## src/rtl/pi_pkg.sv

```systemverilog
// Shared definitions for the PI controller datapath: default widths,
// FSM state codes (also decoded by the control-output stage) and a
// generic signed saturation helper.
package pi_pkg;

    localparam int DEF_DATA_WIDTH = 16;
    localparam int DEF_COEF_WIDTH = 16;
    localparam int DEF_FRAC_BITS  = 8;

    localparam logic [3:0] IDLE      = 4'd0;
    localparam logic [3:0] CALC_ERR  = 4'd1;
    localparam logic [3:0] MULTIPLY  = 4'd2;
    localparam logic [3:0] COMPUTE_U = 4'd3;
    localparam logic [3:0] UPDATE    = 4'd4;

    // Clip a sign-extended value into the signed range of out_width bits.
    function automatic logic signed [63:0] sat_signed(
        input logic signed [63:0] x,
        input int unsigned        out_width
    );
        logic signed [63:0] hi;
        logic signed [63:0] lo;
        hi = (64'sd1 <<< (out_width - 1)) - 64'sd1;
        lo = -(64'sd1 <<< (out_width - 1));
        if (x > hi)
            return hi;
        else if (x < lo)
            return lo;
        else
            return x;
    endfunction

endpackage

```

## src/rtl/pi_saturate.sv

```systemverilog
// Combinational signed clip from IN_WIDTH to OUT_WIDTH bits.
module pi_saturate
    import pi_pkg::*;
#(
    parameter int IN_WIDTH  = 17,
    parameter int OUT_WIDTH = 16
) (
    input  logic signed [IN_WIDTH-1:0]  din,
    output logic signed [OUT_WIDTH-1:0] dout
);

    logic signed [63:0] din_ext;
    logic signed [63:0] clipped;
    logic               unused_clip_hi;

    // Sign-extend, clip, then keep only the in-range low bits.
    always_comb begin
        din_ext        = {{(64 - IN_WIDTH){din[IN_WIDTH-1]}}, din};
        clipped        = sat_signed(din_ext, OUT_WIDTH);
        dout           = clipped[OUT_WIDTH-1:0];
        unused_clip_hi = ^clipped[63:OUT_WIDTH];
    end

endmodule

```

## src/rtl/pi_delta_u.sv

```systemverilog
// Velocity-form PI increment stage:
//   delta_u = sat((kp*(e - e_prev) + ki*e) >> FRAC_BITS)
// Five-state sequencer, one sample per five cycles.
// Optional build macro PI_DELTA_ROUND_EN: round half up before the shift
// instead of flooring.
module pi_delta_u
    import pi_pkg::*;
#(
    parameter int DATA_WIDTH = DEF_DATA_WIDTH,
    parameter int COEF_WIDTH = DEF_COEF_WIDTH,
    parameter int FRAC_BITS  = DEF_FRAC_BITS
) (
    input  logic                         clk,
    input  logic                         reset,
    input  logic                         in_valid,
    output logic                         in_ready,
    input  logic signed [DATA_WIDTH-1:0] setpoint,
    input  logic signed [DATA_WIDTH-1:0] measurement,
    input  logic signed [COEF_WIDTH-1:0] kp,
    input  logic signed [COEF_WIDTH-1:0] ki,
    output logic signed [DATA_WIDTH-1:0] delta_u,
    output logic [3:0]                   state,
    output logic                         done
);

    localparam int PW = DATA_WIDTH + COEF_WIDTH;
    localparam int SW = PW + 1;

    logic signed [DATA_WIDTH-1:0] sp_q;
    logic signed [DATA_WIDTH-1:0] meas_q;
    logic signed [COEF_WIDTH-1:0] kp_q;
    logic signed [COEF_WIDTH-1:0] ki_q;
    logic signed [DATA_WIDTH-1:0] e_q;
    logic signed [DATA_WIDTH-1:0] de_q;
    logic signed [DATA_WIDTH-1:0] e_prev_q;

    logic signed [DATA_WIDTH:0]   err_wide;
    logic signed [DATA_WIDTH-1:0] e_sat;
    logic signed [DATA_WIDTH:0]   de_wide;
    logic signed [DATA_WIDTH-1:0] de_sat;
    logic signed [PW-1:0]         kp_ext, ki_ext, de_ext, e_ext;
    logic signed [PW-1:0]         prod_p, prod_i;
    logic signed [SW-1:0]         sum, sum_adj, shifted;
    logic signed [DATA_WIDTH-1:0] du_sat;

    // Error and error difference, both one bit wider than the data path.
    always_comb begin
        err_wide = {sp_q[DATA_WIDTH-1], sp_q} - {meas_q[DATA_WIDTH-1], meas_q};
        de_wide  = {e_sat[DATA_WIDTH-1], e_sat} - {e_prev_q[DATA_WIDTH-1], e_prev_q};
    end

    pi_saturate #(.IN_WIDTH(DATA_WIDTH + 1), .OUT_WIDTH(DATA_WIDTH)) u_sat_e (
        .din  (err_wide),
        .dout (e_sat)
    );

    pi_saturate #(.IN_WIDTH(DATA_WIDTH + 1), .OUT_WIDTH(DATA_WIDTH)) u_sat_de (
        .din  (de_wide),
        .dout (de_sat)
    );

    // Two dedicated multipliers, sum with one guard bit, optional rounding, shift.
    always_comb begin
        kp_ext = {{DATA_WIDTH{kp_q[COEF_WIDTH-1]}}, kp_q};
        ki_ext = {{DATA_WIDTH{ki_q[COEF_WIDTH-1]}}, ki_q};
        de_ext = {{COEF_WIDTH{de_q[DATA_WIDTH-1]}}, de_q};
        e_ext  = {{COEF_WIDTH{e_q[DATA_WIDTH-1]}}, e_q};
        prod_p = kp_ext * de_ext;
        prod_i = ki_ext * e_ext;
        sum    = {prod_p[PW-1], prod_p} + {prod_i[PW-1], prod_i};
`ifdef PI_DELTA_ROUND_EN
        sum_adj = sum + SW'(64'd1 << (FRAC_BITS - 1));
`else
        sum_adj = sum;
`endif
        shifted = sum_adj >>> FRAC_BITS;
    end

    pi_saturate #(.IN_WIDTH(SW), .OUT_WIDTH(DATA_WIDTH)) u_sat_u (
        .din  (shifted),
        .dout (du_sat)
    );

    // Sequencer and datapath registers; reset aborts any computation in flight.
    always_ff @(posedge clk or posedge reset) begin
        if (reset) begin
            state    <= IDLE;
            sp_q     <= '0;
            meas_q   <= '0;
            kp_q     <= '0;
            ki_q     <= '0;
            e_q      <= '0;
            de_q     <= '0;
            e_prev_q <= '0;
            delta_u  <= '0;
        end else begin
            case (state)
                IDLE: begin
                    if (in_valid) begin
                        sp_q   <= setpoint;
                        meas_q <= measurement;
                        kp_q   <= kp;
                        ki_q   <= ki;
                        state  <= CALC_ERR;
                    end
                end
                CALC_ERR: begin
                    e_q   <= e_sat;
                    de_q  <= de_sat;
                    state <= MULTIPLY;
                end
                MULTIPLY: begin
                    delta_u <= du_sat;
                    state   <= COMPUTE_U;
                end
                COMPUTE_U: begin
                    state <= UPDATE;
                end
                UPDATE: begin
                    e_prev_q <= e_q;
                    state    <= IDLE;
                end
                default: begin
                    state <= IDLE;
                end
            endcase
        end
    end

    // Handshake and completion flags decoded from the registered state.
    always_comb begin
        in_ready = (state == IDLE);
        done     = (state == UPDATE);
    end

endmodule

```

## config.mk

```make
export PLATFORM = sky130hd
export DESIGN_NAME = pi_delta_u
export DESIGN_NICKNAME = d
export VERILOG_FILES = /design/src/rtl/pi_pkg.sv /design/src/rtl/pi_saturate.sv /design/src/rtl/pi_delta_u.sv
export SDC_FILE = /design/constraint.sdc
export NUM_CORES = 2
export LEC_CHECK = 0
export ABC_AREA = 1
export BUFFER_PORTS_ARGS = -buffer_cell sky130_fd_sc_hd__buf_2
export CAP_MARGIN = 25
export CORE_ASPECT_RATIO = 1.5
export CORE_MARGIN = 2
export CORE_UTILIZATION = 35
export CTS_CLUSTER_DIAMETER = 120
export DETAILED_ROUTE_END_ITERATION = 16
export PLACE_DENSITY = 0.57
export SLEW_MARGIN = 20
export SYNTH_ARGS = -nofsm -noshare
export SYNTH_HDL_FRONTEND = slang
export SYNTH_SLANG_ARGS = --single-unit
```

## constraint.sdc

```tcl
create_clock -name clk -period 18.3 [get_ports clk]
set_input_delay 1.83 -clock clk [delete_from_list [all_inputs] [get_ports clk]]
set_output_delay 1.83 -clock clk [all_outputs]
set_load 0.005 [all_outputs]
```

# Word-level counts from Yosys, hierarchy flattened
# Index checks and enable logic that the tools add are counted.
# totals
ff_bits	132
in_bits	67
output_inout_bits	22
elab_cells	35
# classes
addsub	3
mul	2
magnitude_cmp	6
n_eq_ne	5
n_mux	8
reduce_logical	2
# ops
op	count
two-way mux 16 bit	6
multiplier 16 x 16 -> 32 bit	2
> comparator 17 x 16 -> 1 bit (second input constant)	2
less-than comparator 17 x 16 -> 1 bit (second input constant)	2
subtractor 16 x 16 -> 17 bit	2
adder 32 x 32 -> 33 bit	1
> comparator 25 x 16 -> 1 bit (second input constant)	1
less-than comparator 25 x 16 -> 1 bit (second input constant)	1
case mux 4 bit (4 select lines)	1
equality test 4 x 2 -> 1 bit (second input constant)	2
equality test 4 x 1 -> 1 bit (second input constant)	1
equality test 4 x 3 -> 1 bit (second input constant)	1
zero test 4 bit	1
two-way mux 4 bit	1
inequality test 2 bit (second input constant)	1
AND reduction 2 bit	1

# Longest topological paths before layout
# logic_depth
word_depth	8
mapped_depth	40
ltp_nobuf	37

# Hierarchy
# Synthesis repeated with hierarchy kept, for this count alone.
# unflattened
cells_unflattened	3397
hier_area_um2	28320.9
# modules_own_cells
module	n_inst	cells_each	area_each_um2	seq_area_each_um2
pi_delta_u	1	3233	27570.2	3278.1
pi_saturate (u_sat_u)	1	90	395.4	0.0
pi_saturate (u_sat_de ...)	2	37	177.7	0.0

# Worst setup path after synthesis
# No wires, ideal clock.
# synth_path
kind	reg2reg
start	register kp_q[15]
end	register delta_u[7]
setup_ns	0.117
t_arrival_ns	7.041
required_ns	18.183
setup_slack_ns	11.143
path_stages_with_launch	35
path_buffers	3
period_less_slack_ns	7.157
cell_sequence	dfrtp_1 > clkbuf_1 > clkbuf_1 > nand2_1 > inv_1 > fa_1 > fa_1 > inv_1 > fa_1 > inv_1 > fa_1 > inv_1 > fa_1 > fa_1 > fa_1 > fa_1 > inv_1 > ha_1 > nand2_2 > inv_1 > nand2_1 > nand2_1 > nand2_1 > nand2_1 > a21oi_1 > nand2_1 > nand2_1 > nand2_1 > nor3_1 > nand4_1 > nand2_2 > buf_8 > nand2_1 > nand2_1 > nand2_1
# synth_via
elab_chain_len	5
elab_cells_between_ends	6
cone_classes	add/sub (1); mul (1); order compare (2); mux (2)
# synth_rtl
element	line	text
start, declared	pi_delta_u.sv:31	logic signed [COEF_WIDTH-1:0] kp_q;
start signal, assigned	pi_delta_u.sv:102	kp_q <= kp;
multiplier 16 x 16 -> 32 bit *	pi_delta_u.sv:68	prod_p = kp_ext * de_ext;
adder 32 x 32 -> 33 bit *	pi_delta_u.sv:70	sum = {prod_p[PW-1], prod_p} + {prod_i[PW-1], prod_i};
less-than comparator 25 x 16 -> 1 bit	pi_pkg.sv:27	else if (x < lo)
two-way mux 16 bit	pi_pkg.sv:27	
two-way mux 16 bit *	pi_pkg.sv:25	if (x > hi)
end signal, assigned	pi_delta_u.sv:113	delta_u <= du_sat;
end, declared	pi_delta_u.sv:21	output logic signed [DATA_WIDTH-1:0] delta_u,
# Every way passes the cells marked *; elsewhere a longest branch is shown, timed or not.
# A chain may end at the register's enable or synchronous reset.

# Worst setup path after layout
# layout_path
start	register e_q[0]
end	register delta_u[4]
# layout_via
elab_chain_len	5
elab_cells_between_ends	6
cone_classes	add/sub (1); mul (1); order compare (2); mux (2)
# layout_rtl
element	line	text
start, declared	pi_delta_u.sv:33	logic signed [DATA_WIDTH-1:0] e_q;
start signal, assigned	pi_delta_u.sv:108	e_q <= e_sat;
multiplier 16 x 16 -> 32 bit *	pi_delta_u.sv:69	prod_i = ki_ext * e_ext;
adder 32 x 32 -> 33 bit *	pi_delta_u.sv:70	
less-than comparator 25 x 16 -> 1 bit	pi_pkg.sv:27	
two-way mux 16 bit	pi_pkg.sv:27	
two-way mux 16 bit *	pi_pkg.sv:25	
# Marks and branches as above.

==> impl_results.md <==
- Result of the run: completed
- Fraction of registers with async set or reset after synthesis: 1.00
- Net count, final: 4,263
- Number of clock buffers inserted by TritonCTS: 17
- Crit-path leading delay family: adder cells
- Clock Pin Slew Worst Setup and Hold Paths: 70 ps
- Worst relative slew slack: 0.377
- Antenna fix cells: 0
- DRC violation count after routing: 0
- Worst clock skew: 18.6 ps
- First-pass GRT wire length: 118,000 um
- Filler instances: 8,398
- FMAX: 118 MHz
- Count of pins on the block boundary: 89
- Synth warn: 0
- Clock latency at the later pin of the worst-skew pair: 460 ps
- Number of hold-repair buffers added at the cts stage: 0
- Height of the chip: 351 um
- Mean area per synthesized cell: 8.14 um^2
- Placeable core region: 79,800 um^2
- Fraction of the yosys area taken by sequential cells: 0.117
- Starting utilization of the core area: 0.352
- Net Count, Synth: 4,279
- RSZ-0062 raised after global routing: false
- Max-cap viol count: 0
- Number of endpoints failing setup at the final stage: 0
- Share of final-layout standard cells stronger than drive strength 1: 0.0818
- Routed length per placed instance: 16.2 um
- Remaining global-route overflow: 0
- Gate count of the mapped netlist: 3,450
- WL final: 72,500 um
- Most common flop cell mapped by yosys: sky130_fd_sc_hd__dfrtp_1
- Number of enable-type register cells in the synthesized netlist: 0
- Most repeated library cell on the critical path: sky130_fd_sc_hd__nand2_1
- Num rows: 127
- Ratio of final minimum period to clock period: 0.464
- GP Congestion: 0.884
- Horizontal die dimension: 235 um
- Number of unique standard cell types used by synthesis: 45
- Number of sinks on the clock net: 131
- Arrival time reported for the critical path endpoint: 8830 ps
- Buffers plus inverters on the worst setup path: 5
- Post-CTS setup buffers: 0
- Highest-delay cell along the critical path: sky130_fd_sc_hd__dfrtp_1
- Gr usage total: 0.185
- Gates resized, CTS repair: 0
- Slew @ Worst Pin: 934 ps
- First drt pass iteration count: 5
- Number of flip-flops and latches in the synthesized netlist: 131
- Remaining number of nets flagged by the antenna check after routing: 0
- Number of DRC markers after the initial detailed-route iteration: 851
- TritonCTS clock tree: done
- Worst hold-check path type: flop to flop
- Setup CP Type: flop to flop
- Cell area after technology mapping: 28,100 um^2
- CP max FO: 18
- Total via count after detailed routing: 20,400
- Synthesis-to-finish area growth: 6.89%
- Die footprint: 82,600 um^2
- Slowest stage delay, CP: 900 ps
- Number of port buffers: 87
- Startpoint type of the worst setup path: flop
- Type of element capturing the critical path: flop
- Required time of the critical path: 18,630 ps
- Cell at the root of the clock tree: sky130_fd_sc_hd__clkbuf_16
- Hold slack: 475 ps
- Min Tclk post-route: 8500 ps
- Accumulated negative setup slack: 0 ps
- Maximum number of pins on one net before global-route repair: 90
- Routed via count divided by cell count: 4.57
- Number of levels the H-tree was split into: 4
- Via count of the first global-routing pass: 22,600
- Number of pins with negative max-slew slack in the final report: 0
- Deepest clock path buffer count: 2
- DP HPWL: 63,300 um
- Number of hold violations in the final report: 0
- Initial antenna violation count: 2
sequential cells by signal, summed over array words and instances, names as in the netlist:
name / count
de_q: 16
delta_u: 16
e_prev_q: 16
e_q: 16
ki_q: 16
kp_q: 16
meas_q: 16
sp_q: 16
state: 3
final cells by class:
class	count	area (um^2)	area share
sequential	131	3280	0.109
clock buffer	18	439	0.0146
timing repair buffer	116	653	0.0217
tap	1032	1290	0.0430
inverter	1062	3990	0.133
multi-input combinational	2106	20200	0.673
clock inverter	14	175	0.00583
metrics by stage:
step	util	setup WS [ps]	instances	area, um^2
3_5_place_dp	0.369	9710	4447	29400
5_1_grt	0.377	9250	4479	30000
2_1_floorplan	-	11140	3450	28100
3_3_place_gp	0.369	9790	4447	29400
4_1_cts	0.376	9690	4479	30000
6_report	0.377	9800	4479	30000
worst register-to-register path, delay by kind of cell (launching register included):
family                     cells  cell delay (ps)
AOI/OAI and AO/OA              2              500
buffers and inverters          5              300
and+or+nand+nor               13             2120
adders and majority gates      9             4550
DFF                            1              900
kinds of logic (layout without fill, tap and decap cells):
family,after synthesis,after routing,synth area share
flip-flops,131,131,0.117
adder cells (fa/ha/maj),762,762,0.496
other,1,1,0.000133
buffers and inverters,1213,1210,0.165
multiplexers,48,48,0.0192
XOR/XNOR,50,50,0.0156
AO/OA/AOI/OAI,149,149,0.0289
AND/OR/NAND/NOR,1096,1096,0.159
cells in the mapped netlist (all sizes together), types with 2 or more instances:
library cell  number  area share
fa               585        0.42
nand2            842        0.12
xor2              32       0.010
dfrtp            131        0.12
o21ai             52      0.0094
nor4               2     0.00045
o31ai              3     0.00080
ha               177       0.079
buf               15      0.0045
o21a               2     0.00053
nand3             53       0.011
nor2             144       0.021
or2               26      0.0058
inv             1062        0.14
clkbuf           136       0.019
mux2              48       0.019
o21bai             8      0.0023
nor3              18      0.0037
a21o               6      0.0016
xnor2             18      0.0056
nand4              8      0.0018
a21oi             76       0.014
metal layers:
layer	track usage	routed length [um]	vias up
met2	0.370	39800	400
li1	-	-	9634
met4	0.0679	2840	4
met3	0.0181	2160	149
met1	0.199	27700	10300
met5	0	23	-
cell usage in the layout, fill, tap and decap left out, drive strengths merged, types with 48 or more instances in the layout:
| cell type | Yosys | layout |
|---|---|---|
| fa | 585 | 585 |
| nor2 | 144 | 144 |
| dfrtp | 131 | 131 |
| nand2 | 842 | 842 |
| a21oi | 76 | 76 |
| buf | 15 | 116 |
| inv | 1062 | 1066 |
| o21ai | 52 | 52 |
| nand3 | 53 | 53 |
| mux2 | 48 | 48 |
| ha | 177 | 177 |
path summary, 6_finish.rpt:
| path | startpoint | to | cells after the start | slack, ps |
|---|---|---|---|---|
| min in group asynchronous | reset | sp_q[13] | 2 | 1530 |
| hold / removal | delta_u[9] | delta_u[9] | 2 | 470 |
| max in group asynchronous | reset | de_q[13] | 3 | 15600 |
| hold reg to reg | delta_u[9] | delta_u[9] | 2 | 470 |
| setup reg to reg | e_q[0] | delta_u[4] | 29 | 9800 |
| setup / recovery | e_q[0] | delta_u[4] | 29 | 9800 |
Power is not shown: default switching activity piles up to over one toggle a cycle in this logic, so the estimate is an artifact.
